[src/rtl/sim_step_scheduler.sv]
// Paces the spring-mass simulation: fixed-rate tick, broadcast step start, done collection,
// req/ack frame handoff to the display, per-step button freeze and sticky overrun/timeout flags.
module sim_step_scheduler #(
  parameter int N_PARTICLES = 4,
  parameter int STEP_PERIOD = 1_000_000,
  parameter int TIMEOUT     = 64
) (
  input  logic                   clk,
  input  logic                   reset,
  input  logic                   enable,
  input  logic                   btn_left,
  input  logic                   btn_right,
  input  logic                   btn_up,
  input  logic                   btn_down,
  output logic                   btn_left_q,
  output logic                   btn_right_q,
  output logic                   btn_up_q,
  output logic                   btn_down_q,
  output logic [N_PARTICLES-1:0] step_start,
  input  logic [N_PARTICLES-1:0] particle_done,
  output logic                   frame_req,
  input  logic                   frame_ack,
  output logic                   busy,
  output logic [15:0]            step_count,
  output logic                   overrun,
  output logic                   timeout_err,
  input  logic                   clear_err
);

  localparam int PW = $clog2(STEP_PERIOD);
  localparam int RW = $clog2(TIMEOUT);
  localparam logic [PW-1:0] PERIOD_LAST = PW'(STEP_PERIOD - 1);
  localparam logic [RW-1:0] RUN_LAST    = RW'(TIMEOUT - 1);

  typedef enum logic [2:0] {
    S_IDLE,
    S_WAIT_TICK,
    S_START,
    S_RUN,
    S_FRAME
  } state_t;

  state_t                 state_q, state_d;
  logic [PW-1:0]          period_q, period_d;
  logic [N_PARTICLES-1:0] mask_q, mask_d;
  logic [RW-1:0]          run_cnt_q, run_cnt_d;
  logic [15:0]            step_count_q, step_count_d;
  logic [3:0]             btn_lat_q, btn_lat_d;
  logic                   overrun_q, overrun_d;
  logic                   timeout_err_q, timeout_err_d;

  logic                   tick;
  logic                   set_overrun;
  logic                   set_timeout;
  logic [N_PARTICLES-1:0] mask_all;

  assign tick     = (period_q == PERIOD_LAST);
  assign mask_all = mask_q | particle_done;

  always_comb begin
    state_d       = state_q;
    period_d      = '0;
    mask_d        = mask_q;
    run_cnt_d     = run_cnt_q;
    step_count_d  = step_count_q;
    btn_lat_d     = btn_lat_q;
    set_overrun   = 1'b0;
    set_timeout   = 1'b0;

    if (enable) begin
      period_d = tick ? '0 : period_q + PW'(1);
    end

    unique case (state_q)
      S_IDLE: begin
        if (enable) state_d = S_WAIT_TICK;
      end
      S_WAIT_TICK: begin
        if (!enable)   state_d = S_IDLE;
        else if (tick) state_d = S_START;
      end
      S_START: begin
        set_overrun = tick;
        btn_lat_d   = {btn_left, btn_right, btn_up, btn_down};
        mask_d      = '0;
        run_cnt_d   = '0;
        state_d     = S_RUN;
      end
      S_RUN: begin
        set_overrun = tick;
        mask_d      = mask_all;
        run_cnt_d   = run_cnt_q + RW'(1);
        // A complete mask on the last allowed cycle still counts as on time.
        if (&mask_all) begin
          state_d = S_FRAME;
        end else if (run_cnt_q == RUN_LAST) begin
          set_timeout = 1'b1;
          state_d     = S_FRAME;
        end
      end
      S_FRAME: begin
        set_overrun = tick;
        if (frame_ack) begin
          step_count_d = step_count_q + 16'd1;
          state_d      = enable ? S_WAIT_TICK : S_IDLE;
        end
      end
      default: state_d = S_IDLE;
    endcase

    overrun_d     = set_overrun | (overrun_q & ~clear_err);
    timeout_err_d = set_timeout | (timeout_err_q & ~clear_err);
  end

  always_ff @(posedge clk or posedge reset) begin
    if (reset) begin
      state_q       <= S_IDLE;
      period_q      <= '0;
      mask_q        <= '0;
      run_cnt_q     <= '0;
      step_count_q  <= '0;
      btn_lat_q     <= '0;
      overrun_q     <= 1'b0;
      timeout_err_q <= 1'b0;
    end else begin
      state_q       <= state_d;
      period_q      <= period_d;
      mask_q        <= mask_d;
      run_cnt_q     <= run_cnt_d;
      step_count_q  <= step_count_d;
      btn_lat_q     <= btn_lat_d;
      overrun_q     <= overrun_d;
      timeout_err_q <= timeout_err_d;
    end
  end

  assign step_start  = {N_PARTICLES{state_q == S_START}};
  assign frame_req   = (state_q == S_FRAME);
  assign busy        = (state_q == S_START) || (state_q == S_RUN) || (state_q == S_FRAME);
  assign step_count  = step_count_q;
  assign overrun     = overrun_q;
  assign timeout_err = timeout_err_q;
  assign btn_left_q  = btn_lat_q[3];
  assign btn_right_q = btn_lat_q[2];
  assign btn_up_q    = btn_lat_q[1];
  assign btn_down_q  = btn_lat_q[0];

endmodule

[config.mk]
export PLATFORM = sky130hd
export DESIGN_NAME = sim_step_scheduler
export DESIGN_NICKNAME = d
export VERILOG_FILES = /design/src/rtl/sim_step_scheduler.sv
export SDC_FILE = /design/constraint.sdc
export NUM_CORES = 1
export LEC_CHECK = 0
export CAP_MARGIN = 10
export CORE_MARGIN = 2
export CORE_UTILIZATION = 45
export DETAILED_ROUTE_END_ITERATION = 8
export PLACE_DENSITY_LB_ADDON = 0.3
export SYNTH_ARGS = -nofsm -noshare
export SYNTH_HDL_FRONTEND = slang
export SYNTH_SLANG_ARGS = --single-unit
export TNS_END_PERCENT = 30
[constraint.sdc]
create_clock -name clk -period 1.98 [get_ports clk]
set_input_delay 0.594 -clock clk [delete_from_list [all_inputs] [get_ports clk]]
set_output_delay 0.594 -clock clk [all_outputs]
set_load 0.005 [all_outputs]
Word level (Yosys, flattened, before mapping):

Cells that the tools add are included.

* logic and storage cells: 51
* output and inout port bits: 28
* bits of input ports: 13
* register bits after elaboration: 55

* bitwise gates (word level): 6
* equal/unequal tests: 10
* muxes and demuxes: 16
* reductions and logical operators: 8
* add/sub/neg operators: 3

Operators with widths (count)
* two-way mux 20 bit: 2
* adder 20 x 1 -> 20 bit (second input constant): 1
* == test 20 bit (second input constant): 1
* two-way mux 3 bit: 6
* adder 16 x 1 -> 16 bit (second input constant): 1
* one-hot mux 3 bit (5 select lines): 1
* one-hot mux 6 bit (2 select lines): 1
* one-hot mux 4 bit (2 select lines): 1
* AND reduction 4 bit: 2
* adder 6 x 1 -> 6 bit (second input constant): 1
* == test 3 x 2 -> 1 bit (second input constant): 2
* == test 6 bit (second input constant): 1
* inequality test 3 bit (second input constant): 2
* two-way mux 1 bit: 5
* bitwise OR 4 bit: 1
* == test 3 x 1 -> 1 bit (second input constant): 1
* == test 3 bit (second input constant): 1
* logical NOT 3 bit: 1
* OR reduction 3 bit: 1
* AND 1 bit: 2
* logical OR 1 bit: 2
* inequality test 2 x 1 -> 1 bit (second input constant): 1
* inequality test 2 bit (second input constant): 1
* bitwise OR 1 bit: 2
* 3 further kinds: 3

Longest topological paths before layout:

Gate-level depths: netlist of run 1.

* depth in word-level cells: 5
* depth in mapped cells: 6
* mapped depth without buffers: 5

Worst setup path before layout of run 1:

OpenSTA, ideal clock, no wires.

* path type: flip-flop to output port
* start point: reg state_q[2]
* end point: out step_start[1]
* data arrival time: 1.533 ns
* required time: 1.386 ns
* cell stages (with the launch flop): 6
* path buffers: 3
* slack: -0.147 ns
* cells stage by stage: dfrtp_1 > clkbuf_1 > nand2b_1 > clkbuf_1 > nor2_1 > buf_4

* word-level cells in the longest chain between the ends: 1

Ends and longest elaborated chain
* from (decl): RTL line 43 `state_t state_q, state_d;`
* from (signal assigned): RTL line 126 `state_q <= state_d;`
* == test 3 x 2 -> 1 bit: RTL line 137 `assign step_start = {N_PARTICLES{state_q == S_START}};`
* to (decl): RTL line 19 `output logic [N_PARTICLES-1:0] step_start,`

No other way between the ends.

Final worst setup path of run 1:

* start point: reg state_q[2]
* end point: out step_start[3]

Same word-level chain as after synthesis.

==> results of run 1 <==
stage by stage:
step                      util [%]  setup slack (ns)
after floorplan                  -           0.00432
after global placement        59.7           0.00816
after detailed placement      59.7           -0.0616
after CTS                     61.8            -0.231
after global routing          63.9            -0.107
final                         63.9           -0.0447
cell type report:
cell class | count | area (um2) | share of cell area, %
flip-flops and latches | 55 | 1380 | 38.7
repair buffers | 84 | 769 | 21.6
multi-input cells | 183 | 1200 | 33.8
clock inverters | 2 | 12.5 | 0.351
inverters | 9 | 33.8 | 0.949
clock buffers | 6 | 72.6 | 2.04
well taps | 72 | 90.1 | 2.53
routing by layer:
layer	vias up	global-route usage [%]
li1	1056	-
met1	1040	22.0
met2	46	32.8
met3	7	3.71
met4	0	5.08
met5	-	0
registers in the layout, indices dropped and copies added, names as in the netlist:
register	cells
btn_lat_q	4
step_count	16
mask_q	4
timeout_err	1
period_q	20
run_cnt_q	6
state_q	3
overrun	1
worst max-delay path, delay by kind of cell (launching register included):
family | cells | cell delay [ns]
buf+inv | 4 | 0.42
flops | 1 | 0.42
simple gates | 2 | 0.29
where the power goes:
group          total [mW]  switching, mW  internal (mW)
Sequential           1.14        0.00877           1.13
Combinational       0.131         0.0670         0.0635
Clock               0.596          0.348          0.248
cell usage after synthesis, drive strengths merged, types with 2 or more instances:
master  count  share of area (%)
nand2      23                3.6
a22o        2               0.67
a21oi      12                2.4
nor2       28                4.0
nand4       6                2.0
o21ai      13                2.5
mux2i       2               0.76
xnor2      18                6.0
o31ai       3               0.86
nor3        9                1.7
nand3      14                2.7
dfrtp      55                 53
clkbuf      6               0.86
xor2        8                2.7
buf         6                1.4
ha          3                1.4
inv         9                1.3
o22ai       2               0.48
mux2        6                2.6
and3        6                1.4
nor3b       2               0.57
nand2b      3               0.72
or3         4               0.95
or4         7                2.1
repair_timing:
item / CTS / global route
pin swaps: 1 / 7
setup endpoints to repair: 18 / 27
gates cloned: 0 / 1
setup buffers: 3 / 7
gates resized for setup: 14 / 19
endpoints found under the hold margin: 0 / 0
cells by family (layout without fill, tap and decap cells):
kind of cell	after synthesis	after routing	share of synthesized area, %
simple gates	108	108	21.7
flops	55	55	52.5
fa+ha+maj	3	3	1.43
mux	8	8	3.34
xor+xnor	26	26	8.69
buf+inv	21	101	3.58
compound gates	38	38	8.74
how the worst min path moves through the flow:
| stage | start | to | slack, ns |
|---|---|---|---|
| after detailed placement | step_count[15] | step_count[15] | 0.47 |
| after CTS | step_count[15] | step_count[15] | 0.48 |
| after global placement | step_count[15] | step_count[15] | 0.46 |
| final | step_count[15] | step_count[15] | 0.47 |
| after global routing | step_count[15] | step_count[15] | 0.50 |
| after floorplan | period_q[0] | period_q[0] | 0.43 |
==> results.cfg, run 1 <==
[cts]
path_clk_slew_ns = 0.10
cts_made_buffers = 5
cts.sinks = 55
cts_buffer_depth = 2
cts-hold-fix-buffers = 0
cts_tree = built
htreeDepth = 2
cts_root_buffer = clkbuf_8
clock_insertion_delay_worst_skew_ns = 0.30

[drt]
ant_nets = 0
wire_per_inst_um = 13.5
drc = 0
drt-total-wl_um = 5530
met2_length_um = 2810
wl_met3_um = 212
vias = 2149
drt_iter0_markers = 79
met1Wirelength_um = 2450
first_pass_iters = 4
vias_per_cell = 5.23
highest_layer = met4

[run]
cap_violations = 0

[synthesis]
synth.cell_area_um2 = 2620
ys.flop_type = dfrtp_1
synth_cells = 259
synth_warnings = 0
synth_edf_count = 0
ys_types = 42
ys_async_sr_fraction_pct = 100
ys_seq_area_share_pct = 52.5
avgSynthCellArea_um2 = 10.1
synth_seq_cells = 55
synth_fp_nets = 275

[cells_and_area]
n_antenna_cell = 0
nets = 354
final_common_cell = dfrtp_1
final_cell_mix = dfrtp_1 (54), buf_4 (36), clkdlybuf4s50_1 (34)
postLayoutCellArea_um2 = 3560
fin_cells = 411
drive_gt1_share_pct = 22.1
area_growth_pct = 35.9
fill_cells = 456

[critical_path]
startpoint_type = register
critPathRequiredTime_ns = 1.39
rr_worst_depth = 5
crit_top_cell = buf_6
path_cells = buf_6, nand2b_4, nor2_4, buf_6, buf_6, buf_6
crit_path_start = state_q[2]
critPathMaxFanout = 5
r2r_start = period_q[11]
crit_arrival_ns = 1.43
slowest_stage = dfrtp_1
reg2reg_to = period_q[5]
worstSetupPathType = reg -> out
reg2reg_slack_ns = 0.02
crit_end = step_start[3]
end_kind = primary output
max_stage_delay_ns = 0.42

[die]
rows = 27
start_util_pct = 47.0
dieArea_um2 = 6450
dieWidth_um = 80.3
ios = 41
core_area_um2 = 5570
dieHeight_um = 80.3

[sta]
slew_headroom_pct = 77.7
skew_ns = 0.00788
hold_slack_ns = 0.472
finalSetupViolCount = 3
fmax_mhz = 494
period_minus_slack_ns = 2.02
setup_slack_ns = -0.0447
tns_ns = -0.0689
slew_violations = 0
rsz0062_at_grt = yes
period_share_pct = 102
hold_viol_final = 0
worst_pin_slew_ns = 0.332

[global_route]
grt_pass1_vias = 2091
antenna_found_initial = 0
grt_max_degree = 25
grt_overflow = 0
track_usage_pct = 18.2
grt_pass1_wl_um = 9270

[placement]
numPlacedInstances = 392
portBuffers = 40
postPlaceCellArea_um2 = 3330
place.gp.congestion = 0.818
place_hpwl_um = 4030

[hold_path]
holdCritPathClass = reg -> reg
min_path_cells = 1

[pwr]
power.density_nw_per_um2 = 524
total_power_mw = 1.87
ir_drop_uv = 321
leakage_nw = 1.65

[run_status]
status = finished, violations left
violations = setup timing
Note: power is estimated with default switching activity, not from simulation.
==> run 2, diff against run 1 <==
- CTS_BUF_LIST: default -> sky130_fd_sc_hd__clkbuf_4
==> run 2 against run 1 <==
Against the previous run:
- the run now ends clean
- register-to-register slack barely moved
- combinational power shrank 9%
- non-clock buffer count decreased by 6
- maximum frequency rose by 3.3%
- clock skew grew 0.0016 ns
- worst setup slack better by 0.065 ns
- flip-flop and latch count unchanged
- global-route usage rose by 0.096 points
- via count fell by 2.0%
- largest cell class unchanged
- largest power group unchanged
==> results.cfg, run 2 (synthesis gave the netlist of run 1 again) <==
[drt]
wire_per_inst_um = 13.4
drt_iter0_markers = 81
drc = 0
vias_per_cell = 5.20
drt-total-wl_um = 5440
vias = 2105
ant_nets = 0
first_pass_iters = 4

[die]
dieHeight_um = 80.3
rows = 27
dieWidth_um = 80.3
core_area_um2 = 5570
ios = 41
dieArea_um2 = 6450
start_util_pct = 47.0

[cts]
path_clk_slew_ns = 0.15
cts_tree = built
clock_insertion_delay_worst_skew_ns = 0.37
cts_buffer_depth = 2
cts_root_buffer = clkbuf_4
cts-hold-fix-buffers = 0
cts_made_buffers = 5
cts.sinks = 55
htreeDepth = 2

[cells_and_area]
fill_cells = 470
final_cell_mix = dfrtp_1 (52), buf_4 (33), nor2_1 (27)
nets = 348
regMostFlops = period_q
largest_reg_flops = 20
area_growth_pct = 33.4
final_common_cell = dfrtp_1
multi_input_comb_area_um2 = 1200
regArea_um2 = 1380
n_antenna_cell = 0
final_util_pct = 62.7
postLayoutCellArea_um2 = 3500
drive_gt1_share_pct = 21.9

[global_route]
met2_usage_pct = 32.9
grt_pass1_wl_um = 9300
grt_overflow = 0
gr-usage-met1_pct = 22.2
globalRouteMet3Util_pct = 2.70
antenna_found_initial = 0
grt_pass1_vias = 2102
track_usage_pct = 18.3
top_usage_layer = met2
grt_max_degree = 25

[placement]
place_hpwl_um = 4030
portBuffers = 40
place.gp.congestion = 0.818
postPlaceCellArea_um2 = 3330

[critical_path]
crit_arrival_ns = 2.22
worstSetupPathType = reg -> reg
startpoint_type = register
critPathMaxFanout = 12
end_kind = register
critPathRequiredTime_ns = 2.24

[sta]
tns_ns = 0
hold_viol_final = 0
finalSetupViolCount = 0
rsz0062_at_grt = yes
worst_pin_slew_ns = 0.330
period_minus_slack_ns = 1.96
fmax_mhz = 510
skew_ns = 0.00945
slew_violations = 0
slew_headroom_pct = 77.8
period_share_pct = 99.0

[pwr]
ir_drop_uv = 259
leakage_nw = 1.75
power.density_nw_per_um2 = 500

[run_status]
status = completed

[hold_path]
holdCritPathClass = in -> async

[run]
cap_violations = 0
[run 2: cell types whose count changed in the layout (fill, tap and decap cells not counted), moves of 2 or more]
| cell | before | now |
|---|---|---|
| dfrtp_2 | 1 | 3 |
| clkbuf_4 | 0 | 6 |
| clkdlybuf4s15_1 | 0 | 2 |
| buf_2 | 0 | 2 |
| dlymetal6s2s_1 | 1 | 9 |
| clkbuf_8 | 5 | 0 |
| buf_6 | 7 | 4 |
| dfrtp_1 | 54 | 52 |
| clkdlybuf4s50_1 | 34 | 24 |
| buf_4 | 36 | 33 |
[run 2: power breakdown]
part | internal, mW | total (mW) | switching [mW]
registers | 1.13 | 1.14 | 0.0101
logic | 0.0566 | 0.119 | 0.0625
clock network | 0.152 | 0.487 | 0.336
total | 1.34 | 1.75 | 0.408
[run 2: cell type report]
type | count | area share [%]
multi-input cells | 183 | 34.5
repair buffers | 78 | 20.9
well taps | 72 | 2.58
clock inverters | 2 | 0.358
flip-flops and latches | 55 | 39.5
clock buffers | 6 | 1.29
inverters | 9 | 0.966
[run 2: metal layers]
layer  part of all wire [%]  up-vias
met4                    1.0        0
met5                      0        -
met3                    3.3        5
met2                     51       28
met1                     45     1025
li1                       -     1047
[run 2: worst paths after layout]
check / start / to / slack (ns) / depth (start not counted)
setup / recovery: period_q[13] / period_q[14] / 0.02 / 5
hold / removal: reset / step_count[3] / 0.46 / 2
setup reg to reg: period_q[13] / period_q[14] / 0.02 / 5
hold reg to reg: step_count[15] / step_count[15] / 0.48 / 1
max in group asynchronous: reset / period_q[8] / 1.08 / 3
min in group clk: step_count[15] / step_count[15] / 0.48 / 1
[run 2: timing repair]
action,4_1_cts,5_1_grt
endpoints found under the setup margin,21,37
pin swaps,2,2
gates resized for setup,21,23
buffers inserted,5,0
[run 2: stage by stage]
step                cells  total power, mW  hold slack [ns]  setup WS (ns)
floorplan             259             1.21            0.433        0.00432
global placement      392             1.27            0.462        0.00816
detailed placement    392             1.28            0.466        -0.0616
CTS                   405             1.77            0.458        -0.0488
global route          405             1.83            0.463        -0.0424
finish                405             1.75            0.461         0.0199
[run 2: worst max-delay path: stages, from the launching register on]
cell,delay (ns)
dfrtp_1,0.41
or4_1,0.51
or4_4,0.53
o21ai_4,0.17
buf_6,0.18
a21oi_1,0.06
==> run 3, diff against run 2 <==
- SLEW_MARGIN: default -> 20
==> results of run 3 <==
Same layout as run 2: the final DEF is identical, and so are final timing and power.
